`src/rtl/ddhw_serial_pkg.sv`:
```
// Shared types and framing constants for the serial receive stage.
package ddhw_serial_pkg;

  typedef enum logic [1:0] {
    IDLE = 2'd0,
    DATA = 2'd1,
    STOP = 2'd2
  } rx_state_t;

  localparam logic START_BIT = 1'b0;
  localparam logic STOP_BIT  = 1'b1;

endpackage

```
`src/rtl/sipo_shift_reg.sv`:
```
// WIDTH-bit serial-in/parallel-out register, LSB-first (new bit enters at the MSB).
module sipo_shift_reg #(
  parameter int unsigned WIDTH = 8
) (
  input  logic             clk,
  input  logic             rst_n,
  input  logic             shift_en_i,
  input  logic             d_i,
  output logic [WIDTH-1:0] q_o
);

  logic [WIDTH-1:0] shreg_q;

  // Shift right on enable so the first bit taken ends up in bit 0.
  always_ff @(posedge clk or negedge rst_n) begin
    if (!rst_n) begin
      shreg_q <= '0;
    end else if (shift_en_i) begin
      shreg_q <= {d_i, shreg_q[WIDTH-1:1]};
    end
  end

  assign q_o = shreg_q;

endmodule

```
`src/rtl/serial_byte_assembler.sv`:
```
// Start-bit framed serial receiver with valid/ready output, framing-error and overrun flags.
module serial_byte_assembler
  import ddhw_serial_pkg::*;
#(
  parameter int unsigned WIDTH = 8
) (
  input  logic             clk,
  input  logic             rst_n,
  input  logic             en,
  input  logic             d,
  output logic [WIDTH-1:0] out_data,
  output logic             out_valid,
  input  logic             out_ready,
  output logic             frame_err,
  output logic             overrun
);

  localparam int unsigned CNT_W = (WIDTH > 1) ? $clog2(WIDTH) : 1;
  localparam logic [CNT_W-1:0] LAST_IDX = CNT_W'(WIDTH - 1);

  rx_state_t        state_q, state_d;
  logic [CNT_W-1:0] cnt_q, cnt_d;
  logic [WIDTH-1:0] shreg;
  logic             shift_en;

  logic [WIDTH-1:0] out_data_q, out_data_d;
  logic             out_valid_q, out_valid_d;
  logic             frame_err_q, frame_err_d;
  logic             overrun_q, overrun_d;

  assign shift_en = (state_q == DATA) && en;

  sipo_shift_reg #(.WIDTH(WIDTH)) u_sipo (
    .clk        (clk),
    .rst_n      (rst_n),
    .shift_en_i (shift_en),
    .d_i        (d),
    .q_o        (shreg)
  );

  // FSM state and bit counter registers.
  always_ff @(posedge clk or negedge rst_n) begin
    if (!rst_n) begin
      state_q <= IDLE;
      cnt_q   <= '0;
    end else begin
      state_q <= state_d;
      cnt_q   <= cnt_d;
    end
  end

  // Next-state and counter logic; only enabled cycles advance the frame.
  always_comb begin
    state_d = state_q;
    cnt_d   = cnt_q;
    if (en) begin
      unique case (state_q)
        IDLE: begin
          if (d == START_BIT) begin
            state_d = DATA;
            cnt_d   = '0;
          end
        end
        DATA: begin
          cnt_d = cnt_q + CNT_W'(1);
          if (cnt_q == LAST_IDX) begin
            state_d = STOP;
          end
        end
        STOP:    state_d = IDLE;
        default: state_d = IDLE;
      endcase
    end
  end

  // Output next values: handshake drain, word load, overrun and framing error.
  always_comb begin
    out_data_d  = out_data_q;
    out_valid_d = out_valid_q && !out_ready;
    frame_err_d = 1'b0;
    overrun_d   = overrun_q;
    if (en && (state_q == STOP)) begin
      if (d == STOP_BIT) begin
        if (!out_valid_q || out_ready) begin
          out_data_d  = shreg;
          out_valid_d = 1'b1;
        end else begin
          overrun_d = 1'b1;
        end
      end else begin
        frame_err_d = 1'b1;
      end
    end
  end

  // Registered outputs.
  always_ff @(posedge clk or negedge rst_n) begin
    if (!rst_n) begin
      out_data_q  <= '0;
      out_valid_q <= 1'b0;
      frame_err_q <= 1'b0;
      overrun_q   <= 1'b0;
    end else begin
      out_data_q  <= out_data_d;
      out_valid_q <= out_valid_d;
      frame_err_q <= frame_err_d;
      overrun_q   <= overrun_d;
    end
  end

  assign out_data  = out_data_q;
  assign out_valid = out_valid_q;
  assign frame_err = frame_err_q;
  assign overrun   = overrun_q;

endmodule
```
`config.mk`:
```
export PLATFORM = sky130hd
export DESIGN_NAME = serial_byte_assembler
export DESIGN_NICKNAME = d
export VERILOG_FILES = /design/src/rtl/ddhw_serial_pkg.sv /design/src/rtl/sipo_shift_reg.sv /design/src/rtl/serial_byte_assembler.sv
export SDC_FILE = /design/constraint.sdc
export NUM_CORES = 1
export LEC_CHECK = 0
export CAP_MARGIN = 20
export CORE_UTILIZATION = 41
export CTS_CLUSTER_SIZE = 8
export DETAILED_ROUTE_END_ITERATION = 10
export GPL_ROUTABILITY_DRIVEN = 0
export GPL_TIMING_DRIVEN = 0
export PLACE_DENSITY = 0.72
export SYNTH_ARGS = -nofsm -noshare
export SYNTH_HDL_FRONTEND = slang
export SYNTH_HIERARCHICAL = 1
export SYNTH_SLANG_ARGS = --single-unit
export TNS_END_PERCENT = 20
```
`constraint.sdc`:
```
create_clock -name clk -period 1.6 [get_ports clk]
set_input_delay 0.48 -clock clk [delete_from_list [all_inputs] [get_ports clk]]
set_output_delay 0.48 -clock clk [all_outputs]
set_load 0.01 [all_outputs]
```
==> out/metrics.cfg, run 1 <==
[run_status]
result_of_the_run = completed

[sta]
worstMarginPinSlew_ns = 0.417
finalHoldViolations = 0
fin_ws_ns = 0.102
fin_crit_ns = 1.50
setup_violations = 0
timing.final.crit_share = 0.936
clock_skew_ns = 0.00475
timing.setup.tns_ns = 0
report.final.slew_viol_count = 0
rsz0062_at_grt = no
max-slew-margin-rel = 0.721
achievable-frequency_mhz = 668

[die]
floorplan.die_area_mm2 = 0.00271
io_pins = 16
height_of_the_chip_um = 52.0
fp.dieW_um = 52.0
fp-row-count = 17
start_util = 0.451
core_area_mm2 = 0.00228

[power_and_ir_drop]
power.total_mw = 2.03
sw_frac_of_total = 0.265
power.density_cell_area_mw_per_mm2 = 1590
pwr-share-comb = 0.316
internal_dissipation_mw = 1.50
ir_worst_vdd_v = 0.000998
power.static_leakage_nw = 0.679
power.switching_mw = 0.540
sequentialPowerShare = 0.467
p_clk_frac = 0.217

[cts]
ctsRootBufferMaster = sky130_fd_sc_hd__clkbuf_4
cts_tree = yes
cts.reportedPaths.clkPinSlew_ns = 0.14
clockBufferDepth = 2
clkSinkCount = 24
numCtsBuffers = 3
later_pin_clock_latency_in_the_skew_report_ns = 0.32
htree_depth = 1
postCtsHoldBufs = 0

[route]
drt_drc_violations_left = 0
drtAntennaViolNets = 0
route.detailed.wl_per_inst_um = 13.7
firstDrtPassIters = 3
vias_per_cell = 4.86
route.final.wire_length_um = 1540
dr.first_iter.drc_count = 4
via_count = 549

[synthesis]
synth.yosys.warnings = 6
sequential_share_of_the_synthesized_area = 0.585
synth_simple_gate_area_frac = 0.0573
postSynth.topFlopCell = sky130_fd_sc_hd__dfrtp_1
postSynthNetCount = 71
number_of_standard_cells_after_synthesis = 64
syn-cell-area_mm2 = 0.00103
synth_largest_area_cell = sky130_fd_sc_hd__dfrtp_1
synthXorXnorAreaFrac = 0
synth.top_cells.by_count = sky130_fd_sc_hd__dfrtp_1 (24), sky130_fd_sc_hd__mux2_4 (16), sky130_fd_sc_hd__inv_1 (3)
yosys.area.top_type_share = 0.585
synth-edff-count = 0
synth-compound-area-share = 0.0512
yosys-mux-area-fraction = 0.245
async_reset_ff_frac = 1.00
synth_most_common_cell = sky130_fd_sc_hd__dfrtp_1
netlist_top_cells_area = sky130_fd_sc_hd__dfrtp_1 (59%), sky130_fd_sc_hd__mux2_4 (23%), sky130_fd_sc_hd__ha_1 (2.4%)
synth_top_family_by_area = multiplexers
synth_fa_ha_area_frac = 0.0244
synth.avg_cell_area_um2 = 16.0
yosys_register_bits = 24
yosys.cell_types.count = 20

[global_routing]
grt_antenna_before_repair = 0
grt_pass1_vias = 584
grtUsageTotal = 0.137
first_pass_grt_wire_length_um = 2620
overflow = 0
grt_max_degree = 25

[layout]
final_layout_size_suffix_gt1_frac = 0.329
layout.cell_area.non_filler_mm2 = 0.00128
n_antenna_cell = 0
layoutNonFillerInstCount = 113
areaGrowthSynthToFinish_pct = 25.1
layout.nets = 93

[critical_path]
worstPathMaxFanout = 8
critical_path.reg2reg.endpoint = out_data[5]
worst_r2r_startpoint = state_q[0]
crit_arrival_ns = 1.72
timing.reg2reg.setup_slack_ns = 0.20
critPathLaunchType = input port
ff2ff_path_depth = 4
critical_path_class = in -> reg
critical_path_rt_ns = 1.82
crit_end_category = flop

[placement]
post-place-ws_ns = -0.461
placement.cell_area_mm2 = 0.00121
final_hpwl_dp_um = 1060
numPlacedInstances = 107
io_buffers = 15

[min_path]
hold_path.class = in -> async

[flow_run]
cap_violations = 0

## stage by stage
step | hold slack, ns | utilization
2_1_floorplan | 0.184 | -
4_1_cts | 0.489 | 0.552
5_1_grt | 0.428 | 0.564
3_5_place_dp | 0.463 | 0.532
3_3_place_gp | 0.460 | 0.532
6_report | 0.440 | 0.564
## sequential cells by signal (all words and copies together), names as in the netlist
register / flops
overrun: 1
state_q: 2
out_valid: 1
frame_err: 1
out_data: 8
cnt_q: 3
u_sipo/q_o: 8
## cell families (layout without fill, tap and decap cells)
group | Yosys count | after routing
flops | 24 | 24
mux | 17 | 17
simple gates | 8 | 8
compound gates | 7 | 7
buf+inv | 6 | 27
fa+ha+maj | 2 | 2
## cell usage in the layout (no fill, tap or decap), types with 2 or more instances in the layout
cell type and n:
sky130_fd_sc_hd__dfrtp_1 24, sky130_fd_sc_hd__nand2_1 2, sky130_fd_sc_hd__buf_6 2, sky130_fd_sc_hd__a22o_1 2, sky130_fd_sc_hd__mux2_4 16, sky130_fd_sc_hd__ha_1 2, sky130_fd_sc_hd__clkdlybuf4s50_1 2, sky130_fd_sc_hd__inv_1 3
sky130_fd_sc_hd__clkbuf_4 3, sky130_fd_sc_hd__dlygate4sd2_1 13
## per-layer routing
metal	wire [um]	vias to the layer above	share of wire	track usage
li1	-	265	-	-
met1	760	272	0.49	0.174
met2	702	12	0.45	0.216
met3	81	0	0.052	0.0614
met4	0	0	0	0.0270
met5	0	-	0	0
## power by group through the flow
| stage | Combinational, mW | Clock, mW | Sequential (mW) |
|---|---|---|---|
| floorplan | 0.481 | 0 | 0.948 |
| global placement | 0.636 | 0 | 0.957 |
| detailed placement | 0.663 | 0 | 0.971 |
| CTS | 0.645 | 0.455 | 0.955 |
| global route | 0.705 | 0.476 | 0.978 |
| finish | 0.644 | 0.441 | 0.950 |
## repair_timing
action / CTS / global route
resized for setup: 14 / 0
buffers inserted: 1 / 0
endpoints found under the setup margin: 27 / 0
## area by class of cell
class                   instances  area (um^2)
fillers                       197          992
flip-flops and latches         24          601
multi-input cells              34          388
repair buffers                 17          169
well taps                      28         35.0
clock inverters                 1         30.0
plain buffers                   3         27.5
clock buffers                   3         22.5
inverters                       3         11.3
## worst max-delay path by stage
stage                     start       endpoint  cells past startpoint
global route        out_data[7]    out_data[7]                      1
CTS                 out_data[7]    out_data[7]                      1
detailed placement           en  u_sipo/q_o[0]                      5
global placement             en  u_sipo/q_o[0]                      5
finish                out_ready    out_data[5]                      5
floorplan                    en  u_sipo/q_o[0]                      4
## worst max-delay path, cell delays in order
cell and delay, ns:
sky130_fd_sc_hd__clkdlybuf4s50_1 0.45, sky130_fd_sc_hd__nand2b_1 0.14, sky130_fd_sc_hd__nor2b_2 0.16, sky130_fd_sc_hd__buf_6 0.17, sky130_fd_sc_hd__mux2_4 0.31
No activity file was read; power rests on OpenSTA's default activity.
==> run 2, diff against run 1 <==
--- a/config.mk
+++ b/config.mk
@@ -6,6 +6,7 @@
 export NUM_CORES = 1
 export LEC_CHECK = 0
 export CAP_MARGIN = 20
+export CORE_MARGIN = 1.5
 export CORE_UTILIZATION = 41
 export CTS_CLUSTER_SIZE = 8
 export DETAILED_ROUTE_END_ITERATION = 10
==> constraint.sdc (replaced) <==
create_clock -name clk -period 1.8 [get_ports clk]
set_input_delay 0.54 -clock clk [delete_from_list [all_inputs] [get_ports clk]]
set_output_delay 0.54 -clock clk [all_outputs]
set_load 0.01 [all_outputs]
==> out/metrics.cfg, run 2 (synthesis results as in run 1) <==
[run_status]
result_of_the_run = completed

[global_routing]
first_pass_grt_wire_length_um = 2500
grt_max_degree = 25
grt_pass1_vias = 544
gr-max-usage-layer = met2
grt.met3_usage = 0.0593
overflow = 0
global_route.usage.met1 = 0.164
gr-usage-met2 = 0.204
grtUsageTotal = 0.130
grt_antenna_before_repair = 0

[cts]
cts.reportedPaths.clkPinSlew_ns = 0.12
postCtsHoldBufs = 0
cts_resized = 0
ctsRootBufferMaster = sky130_fd_sc_hd__clkbuf_4
clkSinkCount = 24
clockBufferDepth = 2
later_pin_clock_latency_in_the_skew_report_ns = 0.31
cts_tree = yes
htree_depth = 1
numCtsBuffers = 3
setup_bufs_post_cts = 0

[critical_path]
cpMaxStageDelayCell = sky130_fd_sc_hd__clkdlybuf4s50_1
timing.reg2reg.setup_slack_ns = 0.40
crit_arrival_ns = 1.18
critical_path_class = reg -> out
crit_end_category = output pin
critical_path_rt_ns = 1.26
crit_family = buffers and inverters
number_of_buffer_and_inverter_stages_on_the_critical_path = 1
timing.critical_path.slowest_cell_delay_ns = 0.53
crit_path_cell_trace = clkdlybuf4s50_1
critPathLaunchType = flop
worstPathMaxFanout = 1

[route]
firstDrtPassIters = 4
dr.first_iter.drc_count = 5
vias_per_cell = 5.05
drt_drc_violations_left = 0
route.final.wire_length_um = 1600
drtAntennaViolNets = 0
route.detailed.wl_per_inst_um = 14.4
via_count = 561

[die]
core_area_mm2 = 0.00230
height_of_the_chip_um = 53.0
fp-row-count = 17
io_pins = 16
floorplan.die_area_mm2 = 0.00281
fp.dieW_um = 53.0
start_util = 0.447

[sta]
timing.final.crit_share = 0.953
setup_violations = 0
rsz0062_at_grt = no
fin_crit_ns = 1.72
report.final.slew_viol_count = 0
finalHoldViolations = 0
fin_ws_ns = 0.0841
clock_skew_ns = 0.00292
achievable-frequency_mhz = 583
worstMarginPinSlew_ns = 0.489
max-slew-margin-rel = 0.673

[min_path]
hold_path.class = reg -> reg

[placement]
final_hpwl_dp_um = 1120
post-place-ws_ns = -0.334
io_buffers = 15
placement.cell_area_mm2 = 0.00121

[layout]
top_library_cells_by_usage_in_the_layout_fill_and_taps_aside = sky130_fd_sc_hd__dfrtp_1 (24), sky130_fd_sc_hd__mux2_4 (16), sky130_fd_sc_hd__dlymetal6s2s_1 (10)
n_antenna_cell = 0
areaGrowthSynthToFinish_pct = 25.1
final_layout_size_suffix_gt1_frac = 0.313
layout.cell_area.non_filler_mm2 = 0.00128
layout.nets = 91
most_frequent_standard_cell_in_the_layout_excluding_fill_and_tap_cells = sky130_fd_sc_hd__dfrtp_1

[power_and_ir_drop]
power.total_mw = 1.70
power.static_leakage_nw = 0.786
ir_worst_vdd_v = 0.000820
power.density_cell_area_mw_per_mm2 = 1330

[flow_run]
cap_violations = 0

==> run 2: changes by cell type in the layout (fill, tap and decap cells not counted), sizes merged <==
cell           change
buf                -1
bufinv             -1
clkdlybuf4s50      +3
dlygate4sd2       -13
dlymetal6s2s      +10
==> run 2: layer usage <==
layer,part of all wire,vias up
li1,-,262
met1,0.47,282
met2,0.49,17
met3,0.046,0
met4,0,0
met5,0,-
==> run 2: metrics by stage <==
| step | setup TNS [ns] | hold WS, ns | std cells | utilization |
|---|---|---|---|---|
| 6_report | 0 | 0.498 | 111 | 0.559 |
| 5_1_grt | 0 | 0.528 | 111 | 0.559 |
| 4_1_cts | 0 | 0.504 | 111 | 0.543 |
| 3_5_place_dp | -5.87 | 0.475 | 107 | 0.527 |
| 3_3_place_gp | -4.83 | 0.460 | 107 | 0.527 |
| 2_1_floorplan | 0 | 0.244 | 64 | - |
==> run 2: layout make-up <==
cell class	count	area [um^2]
Inverter	3	11.3
Timing Repair Buffer	16	190
Clock buffer	4	36.3
Fill cell	195	1010
Buffer	2	22.5
Tap cell	28	35.0
Multi-Input combinational cell	34	388
Sequential cell	24	601
==> run 2: worst register-to-register path, delay by kind of cell, from the launching register on <==
family        cells  cell delay [ns]
mux               1             0.31
flops             1             0.43
simple gates      2             0.38
buf+inv           1             0.17
==> run 2: worst paths after layout <==
| path | startpoint | endpoint | cells after the start |
|---|---|---|---|
| min in group asynchronous | rst_n | out_data[4] | 1 |
| setup / recovery | frame_err | frame_err | 1 |
| hold reg to reg | overrun | overrun | 1 |
| setup reg to reg | state_q[0] | out_data[6] | 4 |
| max in group asynchronous | rst_n | u_sipo/q_o[0] | 2 |
| hold / removal | overrun | overrun | 1 |
==> run 2: where the power goes <==
group	switching, mW	internal, mW	total, mW	leakage (nW)
combinational	0.187	0.390	0.576	0.458
clock	0.153	0.124	0.277	0.0210
sequential	0.132	0.718	0.850	0.307
total	0.472	1.23	1.70	0.786
==> run 3, diff against run 2 <==
--- a/config.mk
+++ b/config.mk
@@ -13,6 +13,7 @@
 export GPL_ROUTABILITY_DRIVEN = 0
 export GPL_TIMING_DRIVEN = 0
 export PLACE_DENSITY = 0.72
+export SLEW_MARGIN = 20
 export SYNTH_ARGS = -nofsm -noshare
 export SYNTH_HDL_FRONTEND = slang
 export SYNTH_HIERARCHICAL = 1
==> out/metrics.cfg, run 3 (synthesis results as in run 1) <==
[route]
drtAntennaViolNets = 0
via_count = 541
firstDrtPassIters = 3
route.final.wire_length_um = 1560
dr.first_iter.drc_count = 4
drt_drc_violations_left = 0
route.detailed.wl_per_inst_um = 14.2
vias_per_cell = 4.92

[min_path]
hold_path.class = in -> async

[sta]
fin_crit_ns = 1.71
rsz0062_at_grt = no
setup_violations = 0
fin_ws_ns = 0.0851
report.final.slew_viol_count = 0
max-slew-margin-rel = 0.658
timing.final.crit_share = 0.953
achievable-frequency_mhz = 583
clock_skew_ns = 0.00428
worstMarginPinSlew_ns = 0.513
finalHoldViolations = 0
fin_worst_hold_slack_ns = 0.177

[global_routing]
grtUsageTotal = 0.130
gr-usage-met2 = 0.204
grt_antenna_before_repair = 0
grt_max_degree = 25
grt_pass1_vias = 544
global_route.usage.met1 = 0.164
overflow = 0
grt.met3_usage = 0.0593
gr-max-usage-layer = met2
first_pass_grt_wire_length_um = 2500

[layout]
layout.core_utilization = 0.550
top_library_cells_by_usage_in_the_layout_fill_and_taps_aside = sky130_fd_sc_hd__dfrtp_1 (24), sky130_fd_sc_hd__mux2_4 (16), sky130_fd_sc_hd__dlymetal6s2s_1 (10)
most_frequent_standard_cell_in_the_layout_excluding_fill_and_tap_cells = sky130_fd_sc_hd__dfrtp_1
areaGrowthSynthToFinish_pct = 23.2
final-seq-area_um2 = 601
fillers = 195
layoutNonFillerInstCount = 110
n_antenna_cell = 0
final_layout_size_suffix_gt1_frac = 0.317
multi_input_comb_area_um2 = 388
layout.nets = 90

[die]
fp-row-count = 17
height_of_the_chip_um = 53.0
floorplan.die_area_mm2 = 0.00281
start_util = 0.447
fp.dieW_um = 53.0
io_pins = 16
core_area_mm2 = 0.00230

[placement]
final_hpwl_dp_um = 1120
numPlacedInstances = 107
io_buffers = 15
post-place-ws_ns = -0.334

[power_and_ir_drop]
power.total_mw = 1.69
power.density_cell_area_mw_per_mm2 = 1340
ir_worst_vdd_v = 0.000815
power.static_leakage_nw = 0.779

[critical_path]
critical_path_rt_ns = 1.26
critPathLaunchType = flop
crit_end_category = output pin
timing.critical_path.slowest_cell_delay_ns = 0.53
worstPathMaxFanout = 1
crit_arrival_ns = 1.17
number_of_buffer_and_inverter_stages_on_the_critical_path = 1
critical_path_class = reg -> out
cpMaxStageDelayCell = sky130_fd_sc_hd__clkdlybuf4s50_1
crit_path_cell_trace = clkdlybuf4s50_1
crit_family = buffers and inverters

[cts]
htree_depth = 1
cts_tree = yes
ctsRootBufferMaster = sky130_fd_sc_hd__clkbuf_4
clkSinkCount = 24
numCtsBuffers = 3
later_pin_clock_latency_in_the_skew_report_ns = 0.31
postCtsHoldBufs = 0
clockBufferDepth = 2
cts.reportedPaths.clkPinSlew_ns = 0.13

[flow_run]
cap_violations = 0

[run_status]
result_of_the_run = completed

-- run 3: cell count changes in the layout (fill, tap and decap cells not counted), sizes merged --
cell | previous run | this run
clkdlybuf4s50 | 5 | 4
-- run 3: cell type report --
type | instances | area share
inverters | 3 | 0.00891
multi-input cells | 34 | 0.307
clock buffers | 4 | 0.0287
flip-flops and latches | 24 | 0.475
repair buffers | 15 | 0.135
well taps | 28 | 0.0277
plain buffers | 2 | 0.0178
-- run 3: layer usage --
metal / part of all wire / up-vias
li1: - / 259
met1: 0.48 / 269
met2: 0.47 / 13
met3: 0.044 / 0
met4: 0 / 0
met5: 0 / -
-- run 3: power breakdown --
part	switching [mW]	internal, mW	total, mW
sequential	0.130	0.718	0.848
combinational	0.184	0.385	0.569
clock	0.153	0.124	0.277
-- run 3: what timing repair did --
| action | in CTS | in global routing |
|---|---|---|
| hold endpoints to repair | 0 | 0 |
| endpoints found under the setup margin | 0 | 18 |
| gates resized for setup | 0 | 10 |
| buffers inserted | 0 | 0 |
-- run 3: path summary, 6_finish.rpt --
path                            slack (ns)       endpoint  cells past startpoint  startpoint
worst max register to register        0.40    out_data[6]                      4  state_q[0]
worst min-delay path                  0.18  u_sipo/q_o[2]                      1       rst_n
max in group asynchronous             1.27  u_sipo/q_o[0]                      1       rst_n
min in group clk                      0.50        overrun                      1     overrun
worst max-delay path                  0.09      frame_err                      1   frame_err
worst min register to register        0.50        overrun                      1     overrun
-- run 3: per-stage QoR --
| stage | TNS, ns | instance area (um^2) |
|---|---|---|
| global placement | -4.83 | 1210 |
| floorplan | 0 | 1030 |
| detailed placement | -5.87 | 1210 |
| global route | 0 | 1260 |
| finish | 0 | 1260 |
| CTS | 0 | 1250 |
